File: src/rtl/fetch_sequencer_if.sv
// fetch_sequencer_if: pipeline control, instruction memory handshake and IF/ID output bundle
interface fetch_sequencer_if #(
  parameter int MEM_WORDS = 1024,
  parameter int AW = $clog2(MEM_WORDS)
);
  logic          stall;
  logic          redirect_valid;
  logic [31:0]   redirect_pc;
  logic          imem_req;
  logic [AW-1:0] imem_addr;
  logic          imem_ready;
  logic [31:0]   imem_rdata;
  logic          if_valid;
  logic [31:0]   if_instr;
  logic [31:0]   if_pc;
  logic [31:0]   if_nextpc;
  logic          halted;
  logic          err_misaligned;
  logic [31:0]   fetch_count;
  logic [31:0]   stall_count;
  modport master (
    input  stall, redirect_valid, redirect_pc, imem_ready, imem_rdata,
    output imem_req, imem_addr, if_valid, if_instr, if_pc, if_nextpc,
           halted, err_misaligned, fetch_count, stall_count
  );
  modport slave (
    output stall, redirect_valid, redirect_pc, imem_ready, imem_rdata,
    input  imem_req, imem_addr, if_valid, if_instr, if_pc, if_nextpc,
           halted, err_misaligned, fetch_count, stall_count
  );
endinterface

File: src/rtl/fetch_sequencer.sv
// fetch_sequencer: IF stage PC owner, imem fetch handshake, stall hold, redirect flush, end-address halt
module fetch_sequencer #(
  parameter logic [31:0] RESET_PC = 32'd0,
  parameter logic [31:0] HALT_PC = 32'd48,
  parameter int MEM_WORDS = 1024
) (
  input logic clk,
  input logic reset,
  fetch_sequencer_if.master bus
);
  localparam int AW = $clog2(MEM_WORDS);
  typedef enum logic {FETCH, HALT} state_e;
  state_e state_q, state_d;
  logic [31:0] pc_q, pc_d, instr_q, instr_d, ipc_q, ipc_d, npc_q, npc_d, fcnt_q, scnt_q;
  logic valid_q, valid_d, err_q, err_d, req, xfer, consume, redir;
  assign redir = (state_q == FETCH) && bus.redirect_valid;
  assign req = (state_q == FETCH) && !(valid_q && bus.stall) && !bus.redirect_valid;
  assign xfer = req && bus.imem_ready;
  assign consume = valid_q && !bus.stall;
  always_comb begin
    state_d = state_q;
    pc_d = pc_q;
    instr_d = instr_q;
    ipc_d = ipc_q;
    npc_d = npc_q;
    valid_d = valid_q;
    err_d = err_q;
    if (redir) begin
      valid_d = 1'b0;
      err_d = err_q || (bus.redirect_pc[1:0] != 2'b00);
      pc_d = (bus.redirect_pc[1:0] == 2'b00) ? bus.redirect_pc : pc_q;
      state_d = (bus.redirect_pc[1:0] != 2'b00 || bus.redirect_pc >= HALT_PC) ? HALT : FETCH;
    end else if (xfer) begin
      instr_d = bus.imem_rdata;
      ipc_d = pc_q;
      npc_d = pc_q + 32'd4;
      valid_d = 1'b1;
      pc_d = pc_q + 32'd4;
      state_d = (pc_q + 32'd4 == HALT_PC) ? HALT : FETCH;
    end else if (consume) begin
      valid_d = 1'b0;
    end
  end
  always_ff @(posedge clk or posedge reset) begin
    if (reset) begin
      state_q <= FETCH;
      pc_q <= RESET_PC;
      instr_q <= '0;
      ipc_q <= '0;
      npc_q <= '0;
      valid_q <= 1'b0;
      err_q <= 1'b0;
      fcnt_q <= '0;
      scnt_q <= '0;
    end else begin
      state_q <= state_d;
      pc_q <= pc_d;
      instr_q <= instr_d;
      ipc_q <= ipc_d;
      npc_q <= npc_d;
      valid_q <= valid_d;
      err_q <= err_d;
      fcnt_q <= fcnt_q + {31'd0, consume};
      scnt_q <= scnt_q + {31'd0, valid_q && bus.stall};
    end
  end
  assign bus.imem_req = req;
  assign bus.imem_addr = pc_q[AW+1:2];
  assign bus.if_valid = valid_q;
  assign bus.if_instr = instr_q;
  assign bus.if_pc = ipc_q;
  assign bus.if_nextpc = npc_q;
  assign bus.halted = (state_q == HALT);
  assign bus.err_misaligned = err_q;
  assign bus.fetch_count = fcnt_q;
  assign bus.stall_count = scnt_q;
endmodule
File: src/flat_wrapper.sv
// flat-port wrapper written by rule: the top's interface ports become plain ports
module fetch_sequencer_flat 
#(
  parameter logic [31:0] RESET_PC = 32'd0,
  parameter logic [31:0] HALT_PC = 32'd48,
  parameter int MEM_WORDS = 1024
)
  (clk, reset, bus_stall, bus_redirect_valid, bus_redirect_pc, bus_imem_ready, bus_imem_rdata, bus_imem_req, bus_imem_addr, bus_if_valid, bus_if_instr, bus_if_pc, bus_if_nextpc, bus_halted, bus_err_misaligned, bus_fetch_count, bus_stall_count);
  fetch_sequencer_if #(.MEM_WORDS(MEM_WORDS)) bus_i ();
  input logic clk;
  input logic reset;
  input wire logic [$bits(bus_i.stall)-1:0] bus_stall;
  input wire logic [$bits(bus_i.redirect_valid)-1:0] bus_redirect_valid;
  input wire logic [$bits(bus_i.redirect_pc)-1:0] bus_redirect_pc;
  input wire logic [$bits(bus_i.imem_ready)-1:0] bus_imem_ready;
  input wire logic [$bits(bus_i.imem_rdata)-1:0] bus_imem_rdata;
  output wire logic [$bits(bus_i.imem_req)-1:0] bus_imem_req;
  output wire logic [$bits(bus_i.imem_addr)-1:0] bus_imem_addr;
  output wire logic [$bits(bus_i.if_valid)-1:0] bus_if_valid;
  output wire logic [$bits(bus_i.if_instr)-1:0] bus_if_instr;
  output wire logic [$bits(bus_i.if_pc)-1:0] bus_if_pc;
  output wire logic [$bits(bus_i.if_nextpc)-1:0] bus_if_nextpc;
  output wire logic [$bits(bus_i.halted)-1:0] bus_halted;
  output wire logic [$bits(bus_i.err_misaligned)-1:0] bus_err_misaligned;
  output wire logic [$bits(bus_i.fetch_count)-1:0] bus_fetch_count;
  output wire logic [$bits(bus_i.stall_count)-1:0] bus_stall_count;
  assign bus_i.stall = bus_stall;
  assign bus_i.redirect_valid = bus_redirect_valid;
  assign bus_i.redirect_pc = bus_redirect_pc;
  assign bus_i.imem_ready = bus_imem_ready;
  assign bus_i.imem_rdata = bus_imem_rdata;
  assign bus_imem_req = bus_i.imem_req;
  assign bus_imem_addr = bus_i.imem_addr;
  assign bus_if_valid = bus_i.if_valid;
  assign bus_if_instr = bus_i.if_instr;
  assign bus_if_pc = bus_i.if_pc;
  assign bus_if_nextpc = bus_i.if_nextpc;
  assign bus_halted = bus_i.halted;
  assign bus_err_misaligned = bus_i.err_misaligned;
  assign bus_fetch_count = bus_i.fetch_count;
  assign bus_stall_count = bus_i.stall_count;
  fetch_sequencer #(.RESET_PC(RESET_PC), .HALT_PC(HALT_PC), .MEM_WORDS(MEM_WORDS)) u_core (.clk(clk), .reset(reset), .bus(bus_i));
endmodule
File: config.mk
export PLATFORM = sky130hd
export DESIGN_NAME = fetch_sequencer_flat
export DESIGN_NICKNAME = d
export VERILOG_FILES = /design/src/rtl/fetch_sequencer_if.sv /design/src/rtl/fetch_sequencer.sv /design/src/flat_wrapper.sv
export SDC_FILE = /design/constraint.sdc
export NUM_CORES = 1
export LEC_CHECK = 0
export ABC_AREA = 1
export BUFFER_PORTS_ARGS = -buffer_cell sky130_fd_sc_hd__buf_4
export CAP_MARGIN = 20
export CORE_AREA = 5 5 132 134
export CTS_CLUSTER_DIAMETER = 60
export DETAILED_ROUTE_END_ITERATION = 12
export DIE_AREA = 0 0 137 139
export GPL_TIMING_DRIVEN = 0
export PLACE_DENSITY = 0.87
export SYNTH_ARGS = -nofsm -noshare
export SYNTH_HDL_FRONTEND = slang
export SYNTH_SLANG_ARGS = --single-unit
File: constraint.sdc
create_clock -name clk -period 13 [get_ports clk]
set_input_delay 1.3 -clock clk [delete_from_list [all_inputs] [get_ports clk]]
set_output_delay 1.3 -clock clk [all_outputs]
set_load 0.05 [all_outputs]
== Yosys cells after proc, flatten, opt, wreduce, memory -nomap -nowiden ==
Index checks and enable logic that the tools add are counted.
Word-level totals
  output and inout bits: 174
  register bits: 195
Operators by class
  magnitude comparators: 1
  reductions and logical operators: 17
  eq/ne operators: 2
  mux-type cells: 10
  add/sub/neg operators: 3
  bitwise logic cells: 2
Operators with widths (number)
  $mux 32: 3
  $add 32x1->32: 2
  $add 32x3->32 const B: 1
  $eq 32x6->1 const B: 1
  $ge 32x6->1 const B: 1
  $mux 1: 7
  $logic_and 1x1->1: 6
  $reduce_and 2->1: 2
  $reduce_bool 2->1: 2
  $logic_not 1->1: 3
  $reduce_bool 3->1: 1
  $logic_not 2->1: 1
  $logic_or 1x1->1: 2
  $ne 2x2->1 const B: 1
  $not 1->1: 2

== Logic depth before layout (Yosys ltp) ==
  depth in word-level cells: 7
  mapped depth: 14
  depth with buffers taken out: 14

== Least setup slack after synthesis ==
Ideal clock, no wire load.
  path type: input to output
  start: input bus_redirect_valid
  end: output bus_imem_req
  arrival: 1856 ps
  slack: 9844 ps
  buffers on the path: 0
  stages: 3
  data required time: 11700 ps
  cell sequence: nor2_1 -> nand2_1 -> inv_1
Between the ends
  longest elaborated chain between the ends: 2
Ends and longest elaborated chain
  from (decl): line flat_wrapper.sv:13  | input wire logic [$bits(bus_i.redirect_valid)-1:0] bus_redirect_valid;
  $logic_not 1->1: line fetch_sequencer.sv:17  | assign req = (state_q == FETCH) && !(valid_q && bus.stall) && !bus.redirect_valid;
  $logic_and 1x1->1: line fetch_sequencer.sv:17
  to (decl): line flat_wrapper.sv:17  | output wire logic [$bits(bus_i.imem_req)-1:0] bus_imem_req;
No other way between the ends.

== Worst setup path in the final report ==
Same ends and word-level chain as after synthesis.

==> impl_metrics.tcl <==
set metrics [dict create \
    synthMuxAreaShare_pct 0 \
    ys_warn_count 0 \
    power_density_nw_per_um2 136 \
    synthAdderAreaFrac_pct 0.695 \
    postCtsSetupBuffers 0 \
    finalSetupViolations 0 \
    finalCritPeriodShare_pct 25.3 \
    whs_ps 481 \
    synth_compound_area_share_pct 5.14 \
    drtIter0Drc 527 \
    place_congestion 0.959 \
    ff2ff_path_depth 13 \
    post_drt_wl_per_cell_um 16.8 \
    viasPerCell 5.27 \
    max_stage_delay_ps 250 \
    die-width_um 137 \
    rows 47 \
    syn_area_um2 9000 \
    start_util_pct 55.7 \
    critPathMostFrequentCell "buf_4" \
    setup_tns_ps 0 \
    cp-end-kind "output port" \
    cts_max_level 4 \
    io_pins 243 \
    crit_family "buffers and inverters" \
    tightest_slew_ps 706 \
    grt-ovfl-total 0 \
    place_area_um2 11100 \
    cts_made_buffers 17 \
    num_antenna_cells 0 \
    synth_top_family_by_area "simple AND/OR/NAND/NOR gates" \
    leakage_nw 6.40 \
    routed_wl_um 25600 \
    totalPowerFinal_mw 1.60 \
    crit_slowest_cell "nor2_1" \
    rsz0062_at_grt "false" \
    yosys.cell_types.count 42 \
    min_period_ps 3300 \
    hold_viol 0 \
    crit_cells 5 \
    cp-endpoint "bus_imem_req" \
    cts-resized-gates 0 \
    grt_pass1_vias 7954 \
    swShare_pct 33.0 \
    ys_seq_elements 193 \
    synthArstFlopShare_pct 100 \
    cts_max_path_buffers 2 \
    die-height_um 139 \
    dieArea_um2 19000 \
    fin_ws_ps 9700 \
    clkLatencyLatePin_ps 430 \
    nets 1364 \
    drive_gt1_share_pct 25.9 \
    cp_max_fo 3 \
    r2r-end "u_core.bus.fetch_count[26]" \
    path_clk_slew_ps 70 \
    num_vias 8033 \
    crit_type "input port to output port" \
    slew_headroom_pct 52.9 \
    synthFlopType "dfrtp_1" \
    cts_sinks 193 \
    yosys.area_share.xor_xnor_pct 6.03 \
    drv_slew 0 \
    dp_slack_ps 9580 \
    ys_seq_area_share_pct 53.6 \
    cts_tree "built" \
    min_path_type "register to register" \
    p_clk_share_pct 35.1 \
    syn_area_per_cell_um2 8.76 \
    grt_max_degree 103 \
    clock_skew_ps 11.9 \
    crit_arrival_ps 2000 \
    ant_nets 0 \
    power.internal_mw 1.07 \
    drt-pass1-iter-count 6 \
    clk_root_buffer_cell "clkbuf_16" \
    antenna_found_initial 0 \
    design_area_um2 11800 \
    power_frac_seq_pct 43.0 \
    pwr-share-comb_pct 21.9 \
    drc 0 \
    yosys.area_share.simple_pct 28.1 \
    postCtsHoldBufs 0 \
    r2r_start "u_core.bus.if_valid" \
    path_buf_inv 3 \
    grt_first_pass_wirelength_um 40700 \
    crit_start "bus_redirect_valid" \
    power.switching_mw 0.528 \
    portBuffers 242 \
    max_freq_mhz 303 \
    cap_violations 0 \
    synth_edf_count 0 \
    worstPathRequired_ps 11700 \
    outcome "completed" \
    synth_nets 1102 \
    core_um2 16200 \
    hpwl_um 19400 \
    synth_cells 1028 \
    syn2layout_area_growth_pct 30.7 \
    ir_drop_uv 94.5 \
    worstPathCellList "buf_4 -> nor2_1 -> nand2_1 -> inv_1 -> buf_4" \
    ff2ff_setup_slack_ps 10590 \
    grt_usage_pct 27.1 \
    start_kind "input port" \
]
cell families (layout without fill, tap and decap cells):
group | Yosys count | count (layout)
compound gates | 71 | 71
xor+xnor | 62 | 62
fa+ha+maj | 5 | 5
buf+inv | 142 | 417
flops | 193 | 193
simple gates | 555 | 555
power by group through the flow:
stage          Sequential [mW]  Clock (mW)  Combinational (mW)
6_report                 0.686       0.561               0.350
2_1_floorplan            0.796           0               0.131
4_1_cts                  0.685       0.564               0.352
3_5_place_dp             0.695           0               0.350
5_1_grt                  0.691       0.591               0.374
3_3_place_gp             0.695           0               0.342
sequential cells by signal (all words and copies together) (netlist names):
name and cells:
u_core.bus.halted 1, u_core.bus.stall_count 32, u_core.pc_q 32, u_core.bus.if_instr 32
u_core.bus.err_misaligned 1, u_core.bus.if_valid 1, u_core.bus.fetch_count 32, u_core.bus.if_nextpc 32
u_core.bus.if_pc 30
stage by stage:
stage	utilization (%)	std cells
final	72.8	1523
after global routing	72.8	1523
after CTS	72.8	1523
after detailed placement	68.8	1491
after global placement	68.6	1490
after floorplan	-	1028
cells in the mapped netlist (12+ instances only):
library cell | n | area share (%)
xor2_1 | 44 | 4.3
o21ai_0 | 32 | 1.8
nor2_1 | 68 | 2.8
nand4_1 | 22 | 1.5
nor3_1 | 13 | 0.72
nand3_1 | 50 | 2.8
inv_1 | 100 | 4.2
dfrtp_1 | 193 | 54
clkbuf_1 | 23 | 0.96
xnor2_1 | 18 | 1.8
nand2_1 | 351 | 15
buf_4 | 12 | 1.0
o221ai_1 | 17 | 1.7
area by class of cell:
| cell class | count | area (µm²) |
|---|---|---|
| clock inverters | 14 | 196 |
| multi-input cells | 693 | 3590 |
| plain buffers | 38 | 188 |
| inverters | 104 | 398 |
| flip-flops and latches | 193 | 4830 |
| well taps | 220 | 275 |
| repair buffers | 243 | 1840 |
| fillers | 1221 | 4410 |
| clock buffers | 18 | 439 |
tightest hold or removal path, delay by kind of cell, from the launching register on:
kind | cells | cell delay, ps
flops | 1 | 350
simple gates | 2 | 100
how the worst min path moves through the flow:
| stage | cells after the start | slack (ps) | endpoint | startpoint |
|---|---|---|---|---|
| finish | 2 | 480 | u_core.bus.if_instr[17] | u_core.bus.if_instr[17] |
| global route | 1 | 490 | u_core.bus.fetch_count[31] | u_core.bus.fetch_count[31] |
| CTS | 2 | 490 | u_core.bus.if_instr[17] | u_core.bus.if_instr[17] |
| detailed placement | 2 | 470 | u_core.bus.if_instr[17] | u_core.bus.if_instr[17] |
| global placement | 1 | 460 | u_core.bus.fetch_count[31] | u_core.bus.fetch_count[31] |
| floorplan | 2 | 480 | u_core.pc_q[0] | u_core.pc_q[0] |
layout by cell type, fill, tap and decap left out, types with 2 or more instances in the layout:
master	instances
nor2_4	6
nor3_1	13
nor2_1	68
clkinv_4	3
o221ai_1	17
o211ai_1	10
inv_2	3
nor3_4	2
clkbuf_1	23
dfrtp_1	193
nor2_8	4
inv_8	3
nand4_2	2
nor4_1	4
nor3_2	4
xnor2_1	18
or2_2	2
clkbuf_16	17
nand2_4	2
a21oi_1	3
bufinv_16	3
ha_1	5
xor2_1	44
nand4_1	22
buf_1	3
nand3_2	3
nand2_2	7
o21bai_1	2
nand3_1	50
o21ai_1	2
nand2_1	351
inv_1	99
buf_4	254
clkinvlp_4	2
inv_6	3
nor2_2	10
o21ai_0	32
routing by layer:
layer / GRT usage, % / vias up / part of all wire, %
met2: 45.6 / 346 / 50
li1: - / 3778 / -
met3: 6.75 / 66 / 8.4
met5: 0 / - / 0
met1: 34.3 / 3843 / 39
met4: 8.93 / 0 / 2.7
No activity file was read; power rests on OpenSTA's default activity.
